## src/rtl/score_pkg.sv

```systemverilog
// Shared types and tone table for the score sequencer.
package score_pkg;

    typedef enum logic [2:0] {
        IDLE,
        FETCH,
        WAIT,
        PLAY,
        GAP,
        END,
        PAUSED
    } state_e;

    localparam int unsigned KEY_REST  = 0;
    localparam int unsigned TIME_END  = 0;
    localparam int unsigned HALF_BITS = 17;

    // Half-period in 50 MHz clock cycles, C4 (key 1) up to C6 (key 15).
    function automatic logic [HALF_BITS-1:0] key_half_period(input int unsigned key);
        logic [HALF_BITS-1:0] hp;
        case (key)
            1:       hp = HALF_BITS'(95556);
            2:       hp = HALF_BITS'(85131);
            3:       hp = HALF_BITS'(75843);
            4:       hp = HALF_BITS'(71586);
            5:       hp = HALF_BITS'(63776);
            6:       hp = HALF_BITS'(56818);
            7:       hp = HALF_BITS'(50619);
            8:       hp = HALF_BITS'(47778);
            9:       hp = HALF_BITS'(42566);
            10:      hp = HALF_BITS'(37921);
            11:      hp = HALF_BITS'(35793);
            12:      hp = HALF_BITS'(31888);
            13:      hp = HALF_BITS'(28409);
            14:      hp = HALF_BITS'(25310);
            15:      hp = HALF_BITS'(23889);
            default: hp = '0;
        endcase
        return hp;
    endfunction

endpackage

```

## src/rtl/score_sequencer_tone_gen.sv

```systemverilog
// Square-wave tone generator; phase and counter hold while Enable is low.
module tone_gen
    import score_pkg::*;
(
    input  logic                 CLK,
    input  logic                 RESET,
    input  logic                 Enable,
    input  logic                 Clear,
    input  logic [HALF_BITS-1:0] HalfPeriod,
    output logic                 Speaker
);

    logic [HALF_BITS-1:0] cnt_q, cnt_d;
    logic                 phase_q, phase_d;
    logic                 spk_q, spk_d;

    // Output follows the phase only while counting, otherwise silent.
    always_comb begin
        cnt_d   = cnt_q;
        phase_d = phase_q;
        spk_d   = 1'b0;
        if (Clear) begin
            cnt_d   = '0;
            phase_d = 1'b0;
        end else if (Enable) begin
            if (cnt_q == '0) begin
                cnt_d   = HalfPeriod - HALF_BITS'(1);
                phase_d = ~phase_q;
            end else begin
                cnt_d = cnt_q - HALF_BITS'(1);
            end
            spk_d = phase_d;
        end
    end

    always_ff @(posedge CLK) begin
        if (RESET) begin
            cnt_q   <= '0;
            phase_q <= 1'b0;
            spk_q   <= 1'b0;
        end else begin
            cnt_q   <= cnt_d;
            phase_q <= phase_d;
            spk_q   <= spk_d;
        end
    end

    assign Speaker = spk_q;

endmodule

```

## src/rtl/score_sequencer.sv

```systemverilog
// Score player: walks a RAM region of (key, duration) pairs, times notes in beats
// and drives the speaker through tone_gen; supports pause, stop, loop and tempo.
module score_sequencer
    import score_pkg::*;
#(
    parameter int unsigned ADDR_BITS   = 5,
    parameter int unsigned KEY_BITS    = 4,
    parameter int unsigned TIME_BITS   = 4,
    parameter int unsigned NUM_SCORES  = 4,
    parameter int unsigned BEAT_CYCLES = 12_500_000,
    parameter int unsigned GAP_CYCLES  = 250_000,
    parameter int unsigned TONE_SHIFT  = 0,
    localparam int unsigned SEL_BITS   = (NUM_SCORES > 1) ? $clog2(NUM_SCORES) : 1
) (
    input  logic                 CLK,
    input  logic                 RESET,
    input  logic                 Play,
    input  logic                 Stop,
    input  logic                 Pause,
    input  logic                 Loop,
    input  logic [1:0]           Tempo,
    input  logic [SEL_BITS-1:0]  ScoreSelect,
    output logic [ADDR_BITS-1:0] ScoreAddress,
    input  logic [KEY_BITS-1:0]  ScoreKey,
    input  logic [TIME_BITS-1:0] ScoreTime,
    output logic                 Speaker,
    output logic                 Playing,
    output logic                 Done
);

    localparam int unsigned REGION    = (2 ** ADDR_BITS) / NUM_SCORES;
    localparam int unsigned REG_SHIFT = ADDR_BITS - SEL_BITS;
    localparam int unsigned BEAT_BITS = $clog2(BEAT_CYCLES + 1);
    localparam int unsigned DUR_BITS  = TIME_BITS + BEAT_BITS;
    localparam int unsigned GAP_BITS  = $clog2(GAP_CYCLES + 1);

    state_e               state_q, state_d;
    state_e               saved_q, saved_d;
    logic [ADDR_BITS-1:0] addr_q, addr_d;
    logic [ADDR_BITS-1:0] base_q, base_d;
    logic [KEY_BITS-1:0]  key_q, key_d;
    logic [DUR_BITS-1:0]  dur_q, dur_d;
    logic [GAP_BITS-1:0]  gap_q, gap_d;
    logic                 playing_q, playing_d;
    logic                 done_q, done_d;

    logic [1:0]           tempo_sh_c;
    logic [BEAT_BITS-1:0] beat_len_c;
    logic [ADDR_BITS-1:0] sel_base_c;
    logic [ADDR_BITS-1:0] addr_last_c;
    logic [HALF_BITS-1:0] hp_raw_c, hp_c;
    logic                 tone_en_c, tone_clr_c;

    assign tempo_sh_c  = (Tempo == 2'd3) ? 2'd2 : Tempo;
    assign beat_len_c  = BEAT_BITS'(BEAT_CYCLES >> tempo_sh_c);
    assign sel_base_c  = ADDR_BITS'(ScoreSelect) << REG_SHIFT;
    assign addr_last_c = base_q + ADDR_BITS'(REGION - 1);

    // Next state; Stop beats Play, Play beats Pause.
    always_comb begin
        state_d = state_q;
        saved_d = saved_q;
        addr_d  = addr_q;
        base_d  = base_q;
        key_d   = key_q;
        dur_d   = dur_q;
        gap_d   = gap_q;
        done_d  = 1'b0;
        if (Stop) begin
            state_d = IDLE;
        end else if (Play) begin
            base_d  = sel_base_c;
            addr_d  = sel_base_c;
            state_d = FETCH;
        end else begin
            case (state_q)
                IDLE:  state_d = IDLE;
                FETCH: state_d = WAIT;
                WAIT: begin
                    key_d = ScoreKey;
                    if (ScoreTime == TIME_BITS'(TIME_END)) begin
                        state_d = END;
                    end else begin
                        dur_d   = DUR_BITS'(ScoreTime) * DUR_BITS'(beat_len_c);
                        state_d = PLAY;
                    end
                end
                PLAY: begin
                    if (Pause) begin
                        saved_d = PLAY;
                        state_d = PAUSED;
                    end else if (dur_q <= DUR_BITS'(1)) begin
                        gap_d   = GAP_BITS'(GAP_CYCLES);
                        state_d = GAP;
                    end else begin
                        dur_d = dur_q - DUR_BITS'(1);
                    end
                end
                GAP: begin
                    if (Pause) begin
                        saved_d = GAP;
                        state_d = PAUSED;
                    end else if (gap_q <= GAP_BITS'(1)) begin
                        if (addr_q == addr_last_c) begin
                            state_d = END;
                        end else begin
                            addr_d  = addr_q + ADDR_BITS'(1);
                            state_d = FETCH;
                        end
                    end else begin
                        gap_d = gap_q - GAP_BITS'(1);
                    end
                end
                END: begin
                    if (Loop) begin
                        addr_d  = base_q;
                        state_d = FETCH;
                    end else begin
                        done_d  = 1'b1;
                        state_d = IDLE;
                    end
                end
                PAUSED: begin
                    if (Pause) state_d = saved_q;
                end
                default: state_d = IDLE;
            endcase
        end
        playing_d = (state_d == FETCH) || (state_d == WAIT) || (state_d == PLAY) ||
                    (state_d == GAP) || (state_d == PAUSED);
    end

    always_ff @(posedge CLK) begin
        if (RESET) begin
            state_q   <= IDLE;
            saved_q   <= IDLE;
            addr_q    <= '0;
            base_q    <= '0;
            key_q     <= '0;
            dur_q     <= '0;
            gap_q     <= '0;
            playing_q <= 1'b0;
            done_q    <= 1'b0;
        end else begin
            state_q   <= state_d;
            saved_q   <= saved_d;
            addr_q    <= addr_d;
            base_q    <= base_d;
            key_q     <= key_d;
            dur_q     <= dur_d;
            gap_q     <= gap_d;
            playing_q <= playing_d;
            done_q    <= done_d;
        end
    end

    // Tone only advances on PLAY cycles that stay in PLAY, so pause freezes the phase.
    assign hp_raw_c   = key_half_period(32'(key_q)) >> TONE_SHIFT;
    assign hp_c       = (hp_raw_c == '0) ? HALF_BITS'(1) : hp_raw_c;
    assign tone_en_c  = (state_q == PLAY) && (state_d == PLAY) &&
                        (key_q != KEY_BITS'(KEY_REST));
    assign tone_clr_c = (state_q == WAIT);

    tone_gen u_tone (
        .CLK        (CLK),
        .RESET      (RESET),
        .Enable     (tone_en_c),
        .Clear      (tone_clr_c),
        .HalfPeriod (hp_c),
        .Speaker    (Speaker)
    );

    assign ScoreAddress = addr_q;
    assign Playing      = playing_q;
    assign Done         = done_q;

endmodule
```

## config.mk

```make
export PLATFORM = sky130hd
export DESIGN_NAME = score_sequencer
export DESIGN_NICKNAME = d
export VERILOG_FILES = /design/src/rtl/score_pkg.sv /design/src/rtl/score_sequencer_tone_gen.sv /design/src/rtl/score_sequencer.sv
export SDC_FILE = /design/constraint.sdc
export NUM_CORES = 1
export LEC_CHECK = 0
export ABC_AREA = 1
export CELL_PAD_IN_SITES_DETAIL_PLACEMENT = 0
export CELL_PAD_IN_SITES_GLOBAL_PLACEMENT = 1
export CORE_ASPECT_RATIO = 0.5
export CORE_UTILIZATION = 25
export DETAILED_ROUTE_END_ITERATION = 10
export PLACE_DENSITY_LB_ADDON = 0.1
export REMOVE_ABC_BUFFERS = 1
export SYNTH_ARGS = -nofsm -noshare
export SYNTH_HDL_FRONTEND = slang
export SYNTH_HIERARCHICAL = 1
export SYNTH_SLANG_ARGS = --single-unit
```

## constraint.sdc

```tcl
create_clock -name CLK -period 5.5 [get_ports CLK]
set_clock_uncertainty 0.15 [all_clocks]
set_input_delay 1.1 -clock CLK [delete_from_list [all_inputs] [get_ports CLK]]
set_output_delay 1.1 -clock CLK [all_outputs]
set_load 0.005 [all_outputs]
```

After elaboration in Yosys (flattened, before gate mapping)
Memory sizes are Yosys's and may differ from the RTL's. A register that Yosys moved wholly into a read port is not among the register bits.
Cells that the tools add are included.

word-level totals
  word-level logic and storage cells = 111
  output and inout bits = 8
  memories kept = 1
  ROM bits = 272
  register bits after elaboration = 84
  bits of input ports = 18

memory list
  memory            words  width  read ports  clocked after Yosys merged registers in  write ports  line             text
  (name not given)  16     17     1           1                                        0            score_pkg.sv:21  case (key)

cells by class
  $lt $le $gt $ge = 2
  add/sub/neg operators = 6
  multiply operators = 1
  mux-type cells = 36
  reduce and logical (&&, ||, !) cells = 22
  shift-type cells = 1
  eq/ne operators = 25
  bitwise operators = 5

operator list
  cell                                                             count
  two-way mux 28 bit                                               3
  two-way mux 18 bit                                               4
  case mux 28 bit (2 select lines)                                 1
  case mux 18 bit (2 select lines)                                 1
  zero test 17 bit                                                 2
  two-way mux 17 bit                                               2
  subtractor 17 x 1 -> 17 bit, second input constant               2
  two-way mux 3 bit                                                11
  less-or-equal comparator 28 x 1 -> 1 bit, second input constant  1
  multiplier 4 x 24 -> 28 bit                                      1
  subtractor 28 x 1 -> 28 bit, second input constant               1
  two-way mux 5 bit                                                5
  >> shifter 24 x 2 -> 24 bit, first input constant                1
  less-or-equal comparator 18 x 1 -> 1 bit, second input constant  1
  case mux 3 bit (6 select lines)                                  1
  subtractor 18 x 1 -> 18 bit, second input constant               1
  != test 2 bit, second input constant                             8
  == test 3 bit, second input constant                             5
  == test 3 x 2 -> 1 bit, second input constant                    4
  != test 3 bit, second input constant                             4
  AND reduction 6 bit                                              2
  case mux 5 bit (2 select lines)                                  1
  two-way mux 4 bit                                                2
  AND reduction 7 bit                                              1
  other kinds (21)                                                 33

Longest topological paths before layout
  word-level depth = 13
  gate-level depth with buffers = 21
  depth with buffers taken out = 21

Hierarchy
The synthesis kept the hierarchy.

modules (own cells, without submodules)
  module           instances  cells each  area each (um2)  seq. area each (um2)
  score_sequencer  1          1,169       7,493.4          1,621.6
  tone_gen         1          246         1,510.2          380.4

Worst setup path after synthesis
OpenSTA, ideal clock, no wires.

  kind = input -> register
  start = input port Tempo[0]
  end = register dur_q[20]
  required time = 5.231 ns
  arrival time = 4.018 ns
  cell stages on the path = 18
  buffers on the path = 0
  library setup time = 0.119 ns
  slack = 1.212 ns
  cell sequence = inv_1 > nor2_1 > inv_1 > nor2_1 > inv_1 > fa_1 > fa_1 > inv_1 > fa_1 > nand3_1 > nand2_1 > nand2_1 > nand2_1 > nand3_1 > nand2_1 > or2_2 > nand3_1 > a21oi_1

on the way
  longest elaborated chain between the ends = 6

ends and longest elaborated chain
  what                                line                    text
  start, declared                     score_sequencer.sv:21   input logic [1:0] Tempo,
  == test 2 bit                       score_sequencer.sv:54   assign tempo_sh_c = (Tempo == 2'd3) ? 2'd2 : Tempo;
  two-way mux 2 bit *                 score_sequencer.sv:54
  >> shifter 24 x 2 -> 24 bit *       score_sequencer.sv:55   assign beat_len_c = BEAT_BITS'(BEAT_CYCLES >> tempo_sh_c);
  multiplier 4 x 24 -> 28 bit *       score_sequencer.sv:84   dur_d = DUR_BITS'(ScoreTime) * DUR_BITS'(beat_len_c);
  two-way mux 28 bit *                score_sequencer.sv:81   if (ScoreTime == TIME_BITS'(TIME_END)) begin
  case mux 28 bit (2 select lines) *  score_sequencer.sv:76   case (state_q)
  end signal, assigned                score_sequencer.sv:150  dur_q <= dur_d;
  end, declared                       score_sequencer.sv:42   logic [DUR_BITS-1:0] dur_q, dur_d;

Every way passes the cells marked *; elsewhere a longest branch is shown, timed or not. The select of a mux whose other input is x is not followed.
A chain may end at the register's enable or synchronous reset.

Worst setup path after layout
  start = input port Tempo[1]
  end = register dur_q[22]

The elaborated chain is that of the path after synthesis.

==> qor.yml <==
run_status:
  status: "complete, no violations"
floorplan:
  core_sq_um: 35000
  start_util_pct: 25.8
  ios: 26
  die_h_um: 136
  fp-row-count: 48
  die_area_sq_um: 36800
  die_width_um: 270
cells_and_area:
  multi_input_area_sq_um: 5940
  fin_nets: 1515
  diodes: 0
  fillCellCount: 3942
  fin_area_sq_um: 9990
  drive_above_1_share_pct: 5.70
  syn2layout_area_growth_pct: 11.0
  fin_cells: 1895
  layout.area.seq_sq_um: 2000
clock_tree:
  postCtsHoldBufs: 0
  clk_pin_slew_worst_paths_ps: 80
  cts_tree: "done"
  clockBufferDepth: 2
  cts_resized: 0
  htree_levels: 3
  cts.sinks: 100
  cts_setup_buffers: 0
  cts_inserted_buffers: 9
  worstSkewPairLatency_ps: 380
  cts_root_buffer: "clkbuf_16"
worst_setup_path:
  r2r_slack_ps: 1870
  critPathCaptureType: "register"
  required_ps: 5660
  critPathLaunchType: "primary input"
  worstPathMaxFanout: 7
  reg2reg_depth: 14
  crit_type: "in -> reg"
  arrival_ps: 5150
yosys:
  synth-edff-count: 0
  synth-seq-cells: 100
  synth_area_leaders: "dfxtp_1, nand2_1, inv_1"
  yosysTopAreaCellShare_pct: 22.2
  synth_cells: 1415
  yosys_warnings: 6
  syn_avg_cell_area_sq_um: 6.36
  netlist_area_sq_um: 9000
  ys.flop_type: "dfxtp_1"
  synth.yosys.seq_area_share_pct: 22.2
  async_flop_share_pct: 0
  synth_common_cells: "nand2_1, inv_1, nor2_1, a21oi_1, dfxtp_1"
  yosysMostFrequentCell: "nand2_1"
  synth_cell_type_count: 56
  synth_top_cell_by_area: "dfxtp_1"
global_routing:
  grt_first_pass_wirelength_um: 48700
  grt_pass1_vias: 8625
  grt_antenna_before_repair: 0
  grt_max_degree: 35
  grt-ovfl-total: 0
  grt_util_all_layers_pct: 16.9
place:
  dp_hpwl_um: 24000
  gp_congestion: 0.864
  dpl_cell_area_sq_um: 9690
  portBuffers: 25
  dp.cells: 1879
sta:
  setup_viol_count_final: 0
  tightest_slew_ps: 847
  holdWs_ps: 341
  timing_hold_violations_final: 0
  setup_tns_ps: 0
  report.final.slew_viol_count: 0
  slew_headroom_pct: 43.5
  finalCritPeriodShare_pct: 90.7
  fmax_ghz: 0.200
  period_needed_ps: 4990
  rsz0062_at_grt: "no"
power:
  p_leak_nw: 4.80
  ir_drop_mv: 0.124
  powerDensity_nw_per_um2: 218
  power_w: 0.00218
routing:
  drt-pass1-iter-count: 5
  initialDrtViolationCount: 650
  routed_wl_um: 30100
  detail-route-antenna-nets: 0
  wl_per_cell_um: 15.9
  via_count: 8870
  drc_errors: 0
  vias_per_cell: 4.68
run:
  drv_cap: 0
worst_hold_path:
  hold_path_class: "reg -> reg"
  whs_path_depth: 2
[cell families after synthesis]
group | synth area share (%)
AO/OA/AOI/OAI | 15.4
XOR/XNOR | 2.43
adder cells (fa/ha/maj) | 14.1
buffers and inverters | 12.0
flip-flops | 22.2
other | 0.0834
AND/OR/NAND/NOR | 33.7
[per-layer routing]
metal / share of wire [%] / wire length, um / GRT usage [%]
met2: 45 / 13500 / 28.2
met3: 3.6 / 1090 / 2.90
met5: 0 / 0 / 0
met4: 1.2 / 348 / 3.67
met1: 50 / 15100 / 22.9
[sequential cells by signal (all words and copies together), names as in the netlist]
signal / flops
Done: 1
Playing: 1
ScoreAddress: 5
base_q: 2
dur_q: 28
gap_q: 18
hp_raw_c: 17
key_q: 4
saved_q: 2
state_q: 3
u_tone/Speaker: 1
u_tone/cnt_q: 17
u_tone/phase_q: 1
[final timing paths]
check	startpoint	end
setup reg to reg	state_q[2]	u_tone/cnt_q[6]
hold reg to reg	saved_q[1]	saved_q[1]
setup / recovery	Tempo[1]	dur_q[22]
hold / removal	saved_q[1]	saved_q[1]
[power by group]
group	leakage [nW]	total, W	internal [W]	switching [W]
registers	0.806	0.000729	0.000726	0.00000322
logic	3.84	0.000743	0.000257	0.000486
clock network	0.147	0.000704	0.000363	0.000341
total	4.80	0.00218	0.00135	0.000830
[critical path, stage by stage]
cell	delay, ps
clkdlybuf4s50_1	510
nor2_1	310
inv_1	180
nor2_1	170
inv_1	90
fa_1	510
inv_1	60
fa_1	450
ha_1	360
nand2_1	130
nor2_1	230
inv_1	80
nor2_1	240
nand4_1	270
nand4_1	180
nand3_1	140
a21oi_1	150
[cell usage in the layout (no fill, tap or decap), types with 3 or more instances in the layout]
cell type        Yosys  layout
nand4_1             29      29
clkinv_1             4       4
inv_8                0       3
nand3_2              5       5
o22ai_1              4       4
o31ai_1              4       4
xnor2_1              8       8
nor4_1               7       7
clkdlybuf4s50_1      0      24
o221ai_1             3       3
or2_2                6       6
clkbuf_16            0       9
buf_4                5      14
o21bai_1             9       9
nand3b_1             6       6
a21oi_1            107     107
nand2_1            293     293
nor3_1              23      22
inv_1              198     198
nor2_1             192     192
inv_2               10      10
dfxtp_1            100     100
nor2_2               7       7
a211oi_1             3       3
fa_1                33      33
o211ai_1             4       4
conb_1               2       7
a31oi_1             14      14
ha_1                49      49
o21ai_1             10      10
o21ai_0             83      83
xor2_1              17      17
nand3_1             94      94
nor2_4               4       4
nand2_2              7       7
[through the flow]
step,utilization (%),setup slack (ps)
2_1_floorplan,-,1190
3_3_place_gp,27.7,-9.52
3_5_place_dp,27.7,194
4_1_cts,28.6,569
5_1_grt,28.6,241
6_report,28.6,511
[final cells by class]
cell class,instances,share of cell area (%)
Clock buffer,9,2.25
Clock inverter,7,0.839
Inverter,212,7.96
Multi-Input combinational cell,1053,59.5
Sequential cell,100,20.0
Tap cell,475,5.95
Timing Repair Buffer,39,3.51
Note: power is estimated with default switching activity, not from simulation.
